$ cat config.mk
export PLATFORM = sky130hd
export DESIGN_NAME = piano
export DESIGN_NICKNAME = d
export VERILOG_FILES = /design/src/rtl/piano_pkg.sv /design/src/rtl/piano_tone_divider.sv /design/src/rtl/piano.sv
export SDC_FILE = /design/constraint.sdc
export NUM_CORES = 1
export LEC_CHECK = 0
export ABC_AREA = 1
export BUFFER_PORTS_ARGS = -buffer_cell sky130_fd_sc_hd__buf_2
export CORE_UTILIZATION = 55
export DETAILED_ROUTE_END_ITERATION = 12
export GPL_TIMING_DRIVEN = 1
export PLACE_DENSITY = 0.71
export SLEW_MARGIN = 20
export SYNTH_ARGS = -nofsm -noshare
export SYNTH_HDL_FRONTEND = slang
export SYNTH_SLANG_ARGS = --single-unit
$ cat constraint.sdc
create_clock -name CLK -period 2.6 [get_ports CLK]
set_clock_uncertainty 0.15 [all_clocks]
set_input_delay 0.26 -clock CLK [delete_from_list [all_inputs] [get_ports CLK]]
set_output_delay 0.26 -clock CLK [all_outputs]
set_load 0.03 [all_outputs]
$ cat src/rtl/piano_pkg.sv
// Shared definitions for the piano melody generator: note table,
// note-index type and the half-period helper used to size and fill
// the tone lookup.
package piano_pkg;

    localparam int NUM_NOTES = 8;

    typedef logic [2:0] note_idx_t;

    // Ascending C-major scale, C4..C5, in Hz.
    localparam int NOTE_HZ [NUM_NOTES] = '{262, 294, 330, 349, 392, 440, 494, 523};

    // Clocks per half cycle of a square wave at hz (floored).
    function automatic int half_period(input int clk_hz, input int hz);
        return clk_hz / (2 * hz);
    endfunction

    // Largest half-period in the table; sizes the tone counter.
    function automatic int max_half_period(input int clk_hz);
        int m;
        m = 0;
        for (int i = 0; i < NUM_NOTES; i++) begin
            if (half_period(clk_hz, NOTE_HZ[i]) > m) begin
                m = half_period(clk_hz, NOTE_HZ[i]);
            end
        end
        return m;
    endfunction

    // Smallest half-period in the table; must stay >= 2.
    function automatic int min_half_period(input int clk_hz);
        int m;
        m = half_period(clk_hz, NOTE_HZ[0]);
        for (int i = 1; i < NUM_NOTES; i++) begin
            if (half_period(clk_hz, NOTE_HZ[i]) < m) begin
                m = half_period(clk_hz, NOTE_HZ[i]);
            end
        end
        return m;
    endfunction

endpackage

$ cat src/rtl/piano_tone_divider.sv
// Square-wave tone divider: counts clocks and toggles its output every
// `half` clocks. `clear` and `hold` both force the counter and the
// output to 0; clear wins over a coincident toggle.
module piano_tone_divider #(
    parameter int HALF_W = 18
) (
    input  logic              clk,
    input  logic              rst,
    input  logic              clear,
    input  logic              hold,
    input  logic [HALF_W-1:0] half,
    output logic              wave
);

    logic [HALF_W-1:0] cnt_q, cnt_d;
    logic              wave_q, wave_d;

    // Next-state: silence/realign, toggle at half-period, else count.
    always_comb begin
        // NOTE: every combinational output gets a default first so no path leaves it unassigned (no latch).
        cnt_d  = cnt_q + HALF_W'(1);
        wave_d = wave_q;
        if (clear || hold) begin
            cnt_d  = '0;
            wave_d = 1'b0;
        end else if (cnt_q == half - HALF_W'(1)) begin
            cnt_d  = '0;
            wave_d = ~wave_q;
        end
    end

    // Counter and output registers with synchronous reset.
    always_ff @(posedge clk) begin
        // NOTE: sequential state uses non-blocking assignments so all flops update from pre-edge values.
        if (rst) begin
            cnt_q  <= '0;
            wave_q <= 1'b0;
        end else begin
            cnt_q  <= cnt_d;
            wave_q <= wave_d;
        end
    end

    assign wave = wave_q;

endmodule

$ cat src/rtl/piano.sv
// piano: self-running melody generator. Plays C4..C5 in an endless loop,
// one note per NOTE_CYCLES-clock slot, on the registered square-wave
// output FREQ.
// Optional build macro PIANO_GAP_EN: silences the last GAP_CYCLES clocks
// of every slot (staccato); without it notes play through the slot.
module piano #(
    parameter int CLK_HZ      = 100_000_000,
    parameter int NOTE_CYCLES = 25_000_000,
    parameter int GAP_CYCLES  = 2_500_000
) (
    input  logic CLK,
    input  logic RESET,
    output logic FREQ
);

    import piano_pkg::*;

    localparam int HALF_W = $clog2(max_half_period(CLK_HZ) + 1);
    localparam int SLOT_W = (NOTE_CYCLES > 2) ? $clog2(NOTE_CYCLES) : 1;
    localparam logic [SLOT_W-1:0] SLOT_LAST = SLOT_W'(NOTE_CYCLES - 1);

    // Elaboration-time parameter sanity checks.
    if (NOTE_CYCLES <= GAP_CYCLES) begin : g_bad_gap
        $error("piano: NOTE_CYCLES must exceed GAP_CYCLES");
    end
    if (min_half_period(CLK_HZ) < 2) begin : g_bad_half
        $error("piano: CLK_HZ too low, a half-period falls below 2");
    end

    logic [SLOT_W-1:0] slot_q, slot_d;
    note_idx_t         note_idx_q, note_idx_d;
    logic              note_end;
    logic              gap;
    logic [HALF_W-1:0] half_tab [NUM_NOTES];
    logic [HALF_W-1:0] half;

    // Constant half-period table, one entry per note.
    for (genvar g = 0; g < NUM_NOTES; g++) begin : g_half_tab
        assign half_tab[g] = HALF_W'(half_period(CLK_HZ, NOTE_HZ[g]));
    end

    assign half = half_tab[note_idx_q];

    // Slot counter and note sequencing: wrap slot, advance note (7 -> 0).
    always_comb begin
        note_end   = (slot_q == SLOT_LAST);
        slot_d     = slot_q + SLOT_W'(1);
        note_idx_d = note_idx_q;
        if (note_end) begin
            slot_d     = '0;
            note_idx_d = note_idx_q + note_idx_t'(1);
        end
    end

`ifdef PIANO_GAP_EN
    localparam logic [SLOT_W-1:0] GAP_START = SLOT_W'(NOTE_CYCLES - GAP_CYCLES);

    // Gate on the upcoming slot value so FREQ is already 0 during the
    // first clock whose slot count reaches the gap.
    always_comb begin
        gap = (slot_d >= GAP_START);
    end
`else
    // Legato: tone runs through the whole slot.
    always_comb begin
        gap = 1'b0;
    end
`endif

    // Slot and note-index registers with synchronous reset.
    always_ff @(posedge CLK) begin
        if (RESET) begin
            slot_q     <= '0;
            note_idx_q <= '0;
        end else begin
            slot_q     <= slot_d;
            note_idx_q <= note_idx_d;
        end
    end

    // Tone generator; a note boundary realigns it with FREQ low.
    piano_tone_divider #(
        .HALF_W (HALF_W)
    ) u_tone_divider (
        .clk   (CLK),
        .rst   (RESET),
        .clear (note_end),
        .hold  (gap),
        .half  (half),
        .wave  (FREQ)
    );

endmodule

After elaboration in Yosys (flattened, before gate mapping):

Memory sizes are Yosys's and may differ from the RTL's.
Cells that the tools add are included.

* memories: 1
* input port bits: 2
* word-level logic and storage cells: 18
* memory bits (read-only): 144
* output and inout bits: 1
* register bits after elaboration: 47

Memory list
* (no name shown): depth 8, width 18, rd ports 1, clocked after Yosys merged registers in 0, write ports 0, RTL line piano.sv:42 `assign half = half_tab[note_idx_q];`

* add/subtract/negate cells: 4
* magnitude comparators: 1
* mux-type cells: 2
* reduce and logical (&&, ||, !) cells: 2
* bitwise logic cells: 2
* equality and inequality tests: 2

Operators by type and width (count)
* two-way mux 18 bit: 2
* adder 25 x 1 -> 25 bit (second input constant): 1
* equality test 25 bit (second input constant): 1
* adder 18 x 1 -> 18 bit (second input constant): 1
* equality test 18 bit: 1
* subtractor 18 x 1 -> 18 bit (second input constant): 1
* greater-or-equal comparator 4 bit (second input constant): 1
* NOT 3 -> 4 bit: 1
* adder 3 x 1 -> 3 bit (second input constant): 1
* OR reduction 3 bit: 1
* OR reduction 2 bit: 1
* NOT 1 bit: 1

Logic depth before layout (Yosys ltp):

Gate-level depths: netlist of run 1.

* depth in word-level cells: 7
* gate-level depth with buffers: 20
* mapped depth without buffers: 19

Modules after synthesis:

A second synthesis of run 1 with hierarchy kept.

* cell total of the unflattened synthesis: 538
* area total of the unflattened synthesis: 3412.0 um^2

By module, submodules not included
* piano: cells an instance 268, area an instance 1732.9 um^2, sequential area each 560.5 um^2, times used 1
* piano_tone_divider: cells an instance 270, area an instance 1679.1 um^2, sequential area each 380.4 um^2, times used 1

Least setup slack after synthesis of run 1:

OpenSTA, ideal clock, no wires.

* path type: flip-flop to flip-flop
* start point: register note_idx_q[1]
* end point: register u_tone_divider.cnt_q[15]
* clock period less this slack: 2.506 ns
* required time: 2.326 ns
* stages on the path, launching flop included: 18
* setup slack: 0.094 ns
* buffers on the path: 1
* arrival time: 2.232 ns
* library setup time: 0.124 ns
* path through: dfxtp_1 ha_1 inv_1 nand2_4 nand2_4 inv_2 ha_1 xor2_1 nand2_1 nor2_1 nand2_1 nor2_2 nand3_2 nor2_2 nand3_2 nand2_4 buf_12 nor2_4

* longest elaborated chain between the ends: 7

RTL lines
* from (decl): RTL line piano.sv:31 `note_idx_t note_idx_q, note_idx_d;`
* from (signal assigned): RTL line piano.sv:77 `note_idx_q <= note_idx_d;`
* NOT 3 -> 4 bit (not written as such): RTL line piano.sv:42
* memory read (8 x 18 bit)
* two-way mux 18 bit (not written as such) (2 in a row): RTL line piano.sv:42
* subtractor 18 x 1 -> 18 bit: RTL line piano_tone_divider.sv:26 `end else if (cnt_q == half - HALF_W'(1)) begin`
* equality test 18 bit: RTL line piano_tone_divider.sv:26
* OR reduction 3 bit (no source line)
* to (signal assigned): RTL line piano_tone_divider.sv:39 `cnt_q <= cnt_d;`
* to (decl): RTL line piano_tone_divider.sv:15 `logic [HALF_W-1:0] cnt_q, cnt_d;`

Every way passes these cells. The select of a mux whose other input is x is not followed.
A chain may end at the register's enable or synchronous reset.

Worst setup path after layout of run 1:

* start point: register note_idx_q[0]
* end point: register u_tone_divider.cnt_q[8]

Same word-level chain as after synthesis.

==> results of run 1 <==
## power by group
part | switching [W] | total, W | internal (W)
combinational | 0.0000325 | 0.0000590 | 0.0000266
clock | 0.000260 | 0.000552 | 0.000292
sequential | 0.00000797 | 0.000733 | 0.000725
total | 0.000301 | 0.00134 | 0.00104
## cells by family (layout without fill, tap and decap cells)
logic type,count (synthesis),count (layout)
buf+inv,73,100
compound gates,33,33
xor+xnor,24,24
flops,47,47
simple gates,297,297
fa+ha+maj,11,11
## registers in the layout (all words and copies together), names as in the netlist
| name | flops |
|---|---|
| slot_q | 25 |
| u_tone_divider.cnt_q | 18 |
| note_idx_q | 3 |
| u_tone_divider.wave | 1 |
## Yosys cell counts, types with 4 or more instances
cell and n:
nor4_1 4, xnor2_1 5, dfxtp_1 47, a21oi_1 15, inv_2 4, nand2_2 10, nand3_1 32, nor3_1 13
nor2_1 54, xor2_1 19, inv_1 63, or2_2 4, o21ai_0 14, ha_1 11, nand2_4 6, nor2_2 8
nand4_1 11, nor2_4 15, nand2_1 126
## area by class of cell
cell class	count	area (sq um)
clock inverters	3	47.5
multi-input cells	365	2050
inverters	69	270
well taps	72	90.1
repair buffers	23	214
clock buffers	5	68.8
flip-flops and latches	47	950
fillers	535	1910
## worst max-delay path, cell delays in order, from the launching register on
cell       delay (ns)
dfxtp_4          0.38
buf_4            0.15
ha_4             0.16
buf_6            0.12
inv_1            0.06
nand2_2          0.07
nand2_1          0.08
nor2_2           0.13
nand2_2          0.11
nor2_4           0.10
nand3_1          0.07
nand2_1          0.07
nand3_1          0.10
nor2_2           0.18
nand3_2          0.11
nand2_4          0.15
clkbuf_16        0.17
nor2_4           0.03
## how the worst max path moves through the flow
stage                  startpoint  slack (ns)                  endpoint
global placement    note_idx_q[1]        0.08   u_tone_divider.cnt_q[5]
finish              note_idx_q[0]        0.11   u_tone_divider.cnt_q[8]
global route        note_idx_q[0]       -0.05   u_tone_divider.cnt_q[7]
floorplan           note_idx_q[1]        0.09  u_tone_divider.cnt_q[15]
CTS                 note_idx_q[1]       0.005   u_tone_divider.cnt_q[5]
detailed placement  note_idx_q[1]        0.02   u_tone_divider.cnt_q[5]
## timing repair
action                                  in CTS  in global routing
gates resized for setup                      0                 22
buffers inserted                             0                  5
endpoints found under the setup margin       0                 26
## stage by stage
step	hold WS (ns)	instances	cell area, sq um	setup slack [ns]
after floorplan	0.263	485	3260	0.0943
after CTS	0.104	578	3560	0.00465
after global placement	0.280	570	3440	0.0829
after global routing	0.122	584	3690	-0.0473
after detailed placement	0.285	570	3440	0.0197
final	0.0988	584	3690	0.106
## layer usage
layer | GRT usage | vias to the layer above | wire length, microns
li1 | - | 1583 | -
met1 | 0.295 | 1335 | 3180
met2 | 0.431 | 67 | 3540
met3 | 0.0379 | 21 | 213
met4 | 0.102 | 0 | 262
met5 | 0 | - | 0
==> results.yml, run 1 <==
status:
  status: "finished clean"
worst_hold_path:
  whs_endpoint: "note_idx_q[0]"
  hold_depth: 4
  hold_class: "input port to flop"
  hp-start: "RESET"
synth:
  synth_fa_ha_area_frac: 0.0422
  synthCells: 485
  synth-seq-area-share: 0.288
  postSynthNetCount: 498
  synth.area.top_cells: "dfxtp_1 (29%), nand2_1 (14%), inv_1 (7.2%)"
  avgSynthCellArea_sq_um: 6.73
  async_reset_ff_frac: 0
  synth-xor-area-share: 0.0644
  ys.flop_type: "dfxtp_1"
  ys_warn_count: 0
  synth_top_area_frac: 0.288
  synth_top_family_by_area: "simple AND/OR/NAND/NOR gates"
  synth-simple-area-share: 0.453
  yosysTopAreaCell: "dfxtp_1"
  synth_mux_area_frac: 0
  yosysUniqueCellTypes: 34
  synth-edff-count: 0
  synth_seq_cells: 47
  syn_area_sq_um: 3260
  synth-compound-area-share: 0.0526
sta:
  report.final.slew_viol_count: 0
  max_freq_ghz: 0.401
  fin_tns_setup_ns: 0
  finalCritPeriodShare: 0.959
  min_period_ns: 2.49
  hold_violations: 0
  setup_viol: 0
  slew-limit-headroom: 0.699
  worst_slew_pin_slew_ns: 0.448
cells_and_area:
  fin_util: 0.659
  mostFrequentLayoutCells: "nand2_1 (125), inv_1 (58), nor2_1 (52)"
  nNetsFinal: 524
  antenna_cells: 0
  final_common_cell: "nand2_1"
  areaGrowthSynthToFinish_pct: 13.2
  drive_gt1_frac: 0.191
worst_setup_path:
  start_kind: "flop"
  r2r-start: "note_idx_q[0]"
  arrival_ns: 2.54
  cp.required_ns: 2.65
  worstSetupEndpointType: "flop"
  ff2ff_path_depth: 17
  rrSetupSlack_ns: 0.11
  crit_fanout: 5
  regToRegEndpoint: "u_tone_divider.cnt_q[8]"
  path_class: "flop to flop"
floorplan:
  die_y_microns: 79.0
  core-area_sq_um: 5610
  rows: 27
  dieArea_sq_um: 6240
  pin_count: 3
  initial_utilization: 0.582
  die_w_microns: 79.0
power_and_ir_drop:
  vdd_drop_max_v: 0.000300
  power_w: 0.00134
  powerDensity_nw_per_um2: 364
  p_leak_nw: 1.48
routing:
  viasPerCell: 5.15
  drtIter0Drc: 160
  ant_nets: 0
  vias: 3006
  wl_per_cell_microns: 12.3
  dr.pass1.iters: 4
  drc_errors: 0
  wirelength_mm: 7.19
grt:
  grt_max_degree: 20
  overflow: 0
  antenna_found_initial: 0
  track_usage: 0.245
  grt_pass1_wl_mm: 12.1
  grt_pass1_vias: 2813
placement:
  place_congestion: 0.874
  portBuffers: 2
  place_hpwl_mm: 5.45
clock_tree:
  clk_latency_ns: 0.30
  htreeDepth: 2
  cts.path.max_buffers: 2
  cts_root_buf: "clkbuf_8"
  cts_buffers: 5
  tritoncts: "built"
  clk_pin_slew_ns: 0.09
  cts_hold_buf: 0
  clkSinkCount: 47
job:
  cap_violations: 0
No activity file was read; power rests on OpenSTA's default activity.
==> run 2, diff against run 1 <==
clock period = 2.01 ns   (was 2.6 ns; I/O delays follow)
==> run 2 against run 1 <==
Compared with the run above:
- the run now ends with setup timing left
- utilization grew 9.7 points
- cell count grew 9.6%
- power grew 24%
- flip-flop and latch count is the same
- non-clock buffer count grew 56
- worst setup slack lost 0.47 ns
- critical path type unchanged
- largest power group unchanged
==> results.yml, run 2 (synthesis gave the netlist of run 1 again) <==
status:
  status: "complete, but fails checks"
  violations: "setup timing"
clock_tree:
  cts_root_buf: "clkbuf_8"
  cts.path.max_buffers: 2
  htreeDepth: 2
  clk_latency_ns: 0.31
  cts_hold_buf: 0
  clk_pin_slew_ns: 0.10
  cts_buffers: 5
  clkSinkCount: 47
  tritoncts: "built"
floorplan:
  dieArea_sq_um: 6240
  die_w_microns: 79.0
  rows: 27
  pin_count: 3
  initial_utilization: 0.582
  die_y_microns: 79.0
  core-area_sq_um: 5610
placement:
  portBuffers: 2
  pre_cts_ws_ns: -0.414
  place_hpwl_mm: 6.05
  place_congestion: 0.905
sta:
  slew-limit-headroom: 0.779
  hold_ws_ns: 0.0243
  report.final.slew_viol_count: 0
  worst_slew_pin_slew_ns: 0.329
  setup_viol: 19
  grt_setup_unrepaired: "true"
  min_period_ns: 2.38
  hold_violations: 0
  max_freq_ghz: 0.421
  setup_slack_ns: -0.366
  finalCritPeriodShare: 1.18
routing:
  drc_errors: 0
  viasPerCell: 5.03
  wl_per_cell_microns: 12.3
  drtIter0Drc: 135
  vias: 3216
  wirelength_mm: 7.89
  ant_nets: 0
  dr.pass1.iters: 4
worst_setup_path:
  start_kind: "flop"
  crit_path_top_delay_cell: "dfxtp_4"
  arrival_ns: 2.43
  path_class: "flop to flop"
  cp.required_ns: 2.07
  cp_cell_sequence: "ha_4 -> inv_4 -> nand2_8 -> nand2_4 -> inv_4 -> ha_4 -> xor2_1 -> nand2_1 -> nor2_1 -> nand2_1 -> nor2_2 -> nand3_2 -> nor2_4 -> nand3_2 -> nand2_4 -> clkbuf_16 -> nor2_4"
  crit_fanout: 5
  slowest_delay_ns: 0.38
  ff2ff_path_depth: 17
  cp.depth: 17
  critPathBufInv: 3
  crit_family: "simple AND/OR/NAND/NOR gates"
  worstSetupEndpointType: "flop"
worst_hold_path:
  hold_depth: 4
  hold_class: "input port to flop"
power_and_ir_drop:
  p_clk_frac: 0.372
  p_sw_w: 0.000419
  p_seq_frac: 0.570
  cell_internal_pwr_w: 0.00124
  powerDensity_nw_per_um2: 392
  comb_power_share: 0.057
  vdd_drop_max_v: 0.000324
  p_leak_nw: 1.78
  switching_share: 0.252
grt:
  grt_pass1_wl_mm: 13.4
  overflow: 0
  track_usage: 0.273
  grt_max_degree: 18
  grt_pass1_vias: 3050
  antenna_found_initial: 0
job:
  cap_violations: 0
cells_and_area:
  nNetsFinal: 580
  final_common_cell: "nand2_1"
  drive_gt1_frac: 0.306
  areaGrowthSynthToFinish_pct: 29.8
  regMostFlops: "slot_q"
  multi_input_area_sq_um: 2180
  largestRegisters: "slot_q (25), u_tone_divider.cnt_q (18), note_idx_q (3)"
  regArea_sq_um: 952
  fillCellCount: 447
  antenna_cells: 0
  mostFrequentLayoutCells: "nand2_1 (122), buf_4 (71), inv_1 (57)"
  largest_reg_flops: 25
[run 2: path summary, 6_finish.rpt]
kind,startpoint,to,slack (ns)
hold reg to reg,slot_q[4],slot_q[4],0.34
setup reg to reg,note_idx_q[1],u_tone_divider.cnt_q[11],-0.37
hold / removal,RESET,note_idx_q[1],0.02
setup / recovery,note_idx_q[1],u_tone_divider.cnt_q[11],-0.37
[run 2: worst register-to-register path, stage by stage, from the launching register on]
cell,delay [ns]
dfxtp_4,0.38
ha_4,0.17
inv_4,0.07
nand2_8,0.05
nand2_4,0.08
inv_4,0.04
ha_4,0.25
xor2_1,0.14
nand2_1,0.06
nor2_1,0.08
nand2_1,0.08
nor2_2,0.09
nand3_2,0.10
nor2_4,0.12
nand3_2,0.09
nand2_4,0.12
clkbuf_16,0.18
nor2_4,0.03
[run 2: power by group through the flow]
stage | sequential [W] | combinational (W) | clock, W
final | 0.000947 | 0.0000955 | 0.000619
after global routing | 0.000948 | 0.000107 | 0.000675
after CTS | 0.000944 | 0.0000877 | 0.000632
after detailed placement | 0.000966 | 0.0000841 | 0
after global placement | 0.000965 | 0.0000820 | 0
after floorplan | 0.000967 | 0.0000521 | 0
[run 2: layout make-up]
type | instances | share of cell area
Tap cell | 72 | 0.0213
Multi-Input combinational cell | 365 | 0.514
Clock buffer | 5 | 0.0162
Inverter | 69 | 0.0659
Clock inverter | 3 | 0.00650
Sequential cell | 47 | 0.225
Timing Repair Buffer | 79 | 0.152
[run 2: repair_timing]
item                                    CTS  global route
pin swaps                                 6             8
setup buffers                             7             1
cloned                                    0             1
endpoints found under the hold margin     0             0
endpoints found under the setup margin   30            39
resized for setup                        22            20
[run 2: layer usage]
layer  global-route usage  share of wire
met2                0.501           0.51
met4               0.0764          0.020
met1                0.326           0.44
met5                    0              0
met3               0.0402          0.030
[run 2: through the flow]
step           power, W  area [sq um]  TNS [ns]   util  instances
2_1_floorplan   0.00102          3320     -3.31      -        485
6_report        0.00166          4240     -6.45  0.755        640
4_1_cts         0.00166          4140     -6.39  0.738        638
5_1_grt         0.00173          4240     -9.54  0.755        640
3_5_place_dp    0.00105          3890     -7.57  0.695        623
3_3_place_gp    0.00105          3890     -6.02  0.695        623
==> run 3, diff against run 2 <==
GPL_TIMING_DRIVEN = unset   (was 1)
PLACE_DENSITY = 0.68   (was 0.71)
RECOVER_POWER = 50   (was unset)
clock period = 2.63 ns   (was 2.01 ns; I/O delays follow)
==> run 3 against run 2 <==
Compared with the run above:
- the flow now finishes without violations
- sequential share of layout area up 3.8 points
- sequential power down 23%
- utilization down 11 points
- first-iteration DRC count down 14%
- global-route usage down 2.2 points
- combinational power down 44%
- critical endpoint is now u_tone_divider.cnt_q[2]
- clock-buffer cell count unchanged
- largest power group unchanged
- flip-flop and latch count unchanged
- power down 15%
- clock power up 3.2%
- highest routed layer unchanged
- critical path depth unchanged
==> results.yml, run 3 (synthesis gave the netlist of run 1 again) <==
sta:
  report.final.slew_viol_count: 0
  max_freq_ghz: 0.405
  slew-limit-headroom: 0.746
  worst_slew_pin_slew_ns: 0.378
  setup_slack_ns: 0.162
  finalCritPeriodShare: 0.938
  fin_tns_setup_ns: 0
  setup_viol: 0
  grt_setup_unrepaired: "false"
  hold_violations: 0
  min_period_ns: 2.47
floorplan:
  die_w_microns: 79.0
  rows: 27
  dieArea_sq_um: 6240
  pin_count: 3
  die_y_microns: 79.0
  core-area_sq_um: 5610
  initial_utilization: 0.582
worst_setup_path:
  worstSetupStartpoint: "note_idx_q[0]"
  cp.required_ns: 2.67
  ff2ff_path_depth: 17
  crit_fanout: 9
  r2r-start: "note_idx_q[0]"
  crit_path_top_delay_cell: "dfxtp_2"
  cp_cell_sequence: "ha_2 -> inv_2 -> nand2_4 -> nand2_4 -> inv_2 -> ha_1 -> xor2_1 -> nand2_1 -> nor2_1 -> nand2_1 -> nor2_2 -> nand3_2 -> nor2_2 -> nand3_2 -> nand2_4 -> buf_12 -> nor2_1"
  cp.depth: 17
  path_common_cell: "nand2_4"
  crit_family: "simple AND/OR/NAND/NOR gates"
  slowest_delay_ns: 0.34
  rrSetupSlack_ns: 0.16
  worstSetupEndpointType: "flop"
  critPathBufInv: 3
  arrival_ns: 2.51
  regToRegEndpoint: "u_tone_divider.cnt_q[2]"
  cp-endpoint: "u_tone_divider.cnt_q[2]"
  path_class: "flop to flop"
  start_kind: "flop"
clock_tree:
  cts.path.max_buffers: 2
  clk_pin_slew_ns: 0.08
  cts_buffers: 5
  clk_latency_ns: 0.30
  clkSinkCount: 47
  cts_root_buf: "clkbuf_8"
  tritoncts: "built"
  cts_hold_buf: 0
  htreeDepth: 2
power_and_ir_drop:
  vdd_drop_max_v: 0.000351
  powerDensity_nw_per_um2: 395
  switching_share: 0.206
  p_clk_frac: 0.450
  p_seq_frac: 0.512
  p_sw_w: 0.000292
  cell_internal_pwr_w: 0.00113
  comb_power_share: 0.038
  p_leak_nw: 1.44
routing:
  route.met2.wl_mm: 3.49
  routed.top_layer: "met4"
  viasPerCell: 5.09
  wirelength_mm: 7.02
  dr.pass1.iters: 4
  ant_nets: 0
  wl_met1_mm: 3.15
  drc_errors: 0
  wl_met3_microns: 209
  drtIter0Drc: 116
  vias: 2930
  wl_per_cell_microns: 12.2
cells_and_area:
  mostFrequentLayoutCells: "nand2_1 (126), inv_1 (58), nor2_1 (54)"
  drive_gt1_frac: 0.169
  final_cell_area_sq_um: 3590
  final_common_cell: "nand2_1"
  largestRegisters: "slot_q (25), u_tone_divider.cnt_q (18), note_idx_q (3)"
  areaGrowthSynthToFinish_pct: 10.2
  fin_util: 0.641
  stdcell_count: 576
  fillCellCount: 537
  nNetsFinal: 516
  regMostFlops: "slot_q"
  largest_reg_flops: 25
  antenna_cells: 0
placement:
  place_area_sq_um: 3430
  portBuffers: 2
  place_hpwl_mm: 5.66
  place_congestion: 0.893
  dp.cells: 567
  pre_cts_ws_ns: 0.0121
grt:
  antenna_found_initial: 0
  grt_max_degree: 20
  grt_pass1_wl_mm: 12.3
  grt_pass1_vias: 2841
  overflow: 0
  track_usage: 0.251
worst_hold_path:
  hold_depth: 4
  hold_class: "input port to flop"
status:
  status: "finished clean"
job:
  cap_violations: 0
[run 3: cell count changes in the layout (fill, tap and decap cells not counted), moves of 4 or more]
cell	delta
buf_4	-62
nor2_1	+6
ha_4	-5
inv_4	-5
ha_1	+4
nand2_1	+4
nor2_4	-4
[run 3: layout make-up]
type                       count  area [sq um]  share of cell area
multi-input combinational    365          2010               0.559
sequential                    47           945               0.263
inverter                      69           270              0.0752
timing repair buffer          15           140              0.0390
tap                           72          90.1              0.0251
clock inverter                 3          71.3              0.0198
clock buffer                   5          68.8              0.0192
[run 3: through the flow]
stage	hold slack [ns]	total power (W)
after floorplan	0.263	0.000781
after global placement	0.276	0.000796
after detailed placement	0.288	0.000797
after CTS	0.103	0.00144
after global routing	0.131	0.00147
final	0.101	0.00142
[run 3: metal layers]
| layer | vias up | global-route usage |
|---|---|---|
| met1 | 1322 | 0.288 |
| met2 | 34 | 0.450 |
| met4 | 0 | 0.107 |
| li1 | 1560 | - |
| met3 | 14 | 0.0483 |
| met5 | - | 0 |
[run 3: power by group through the flow]
stage                     Combinational (W)  Sequential, W  Clock [W]
after floorplan                   0.0000398       0.000741          0
after global placement            0.0000527       0.000743          0
after detailed placement          0.0000530       0.000744          0
after CTS                         0.0000542       0.000727   0.000658
after global routing              0.0000620       0.000729   0.000683
final                             0.0000538       0.000727   0.000639
[run 3: tightest hold or removal path: stages]
cell     delay [ns]
buf_2          0.09
inv_1          0.05
o21ai_0        0.06
a21oi_1        0.04
[run 3: worst min path at each step]
stage	start	end
6_report	RESET	note_idx_q[1]
5_1_grt	RESET	note_idx_q[1]
4_1_cts	RESET	note_idx_q[1]
3_5_place_dp	slot_q[0]	slot_q[0]
3_3_place_gp	slot_q[0]	slot_q[0]
2_1_floorplan	slot_q[0]	slot_q[0]
[run 3: repair_timing]
action	in CTS	in global routing
pin swaps	1	3
endpoints found under the setup margin	1	24
resized for setup	0	12
buffers inserted	1	0
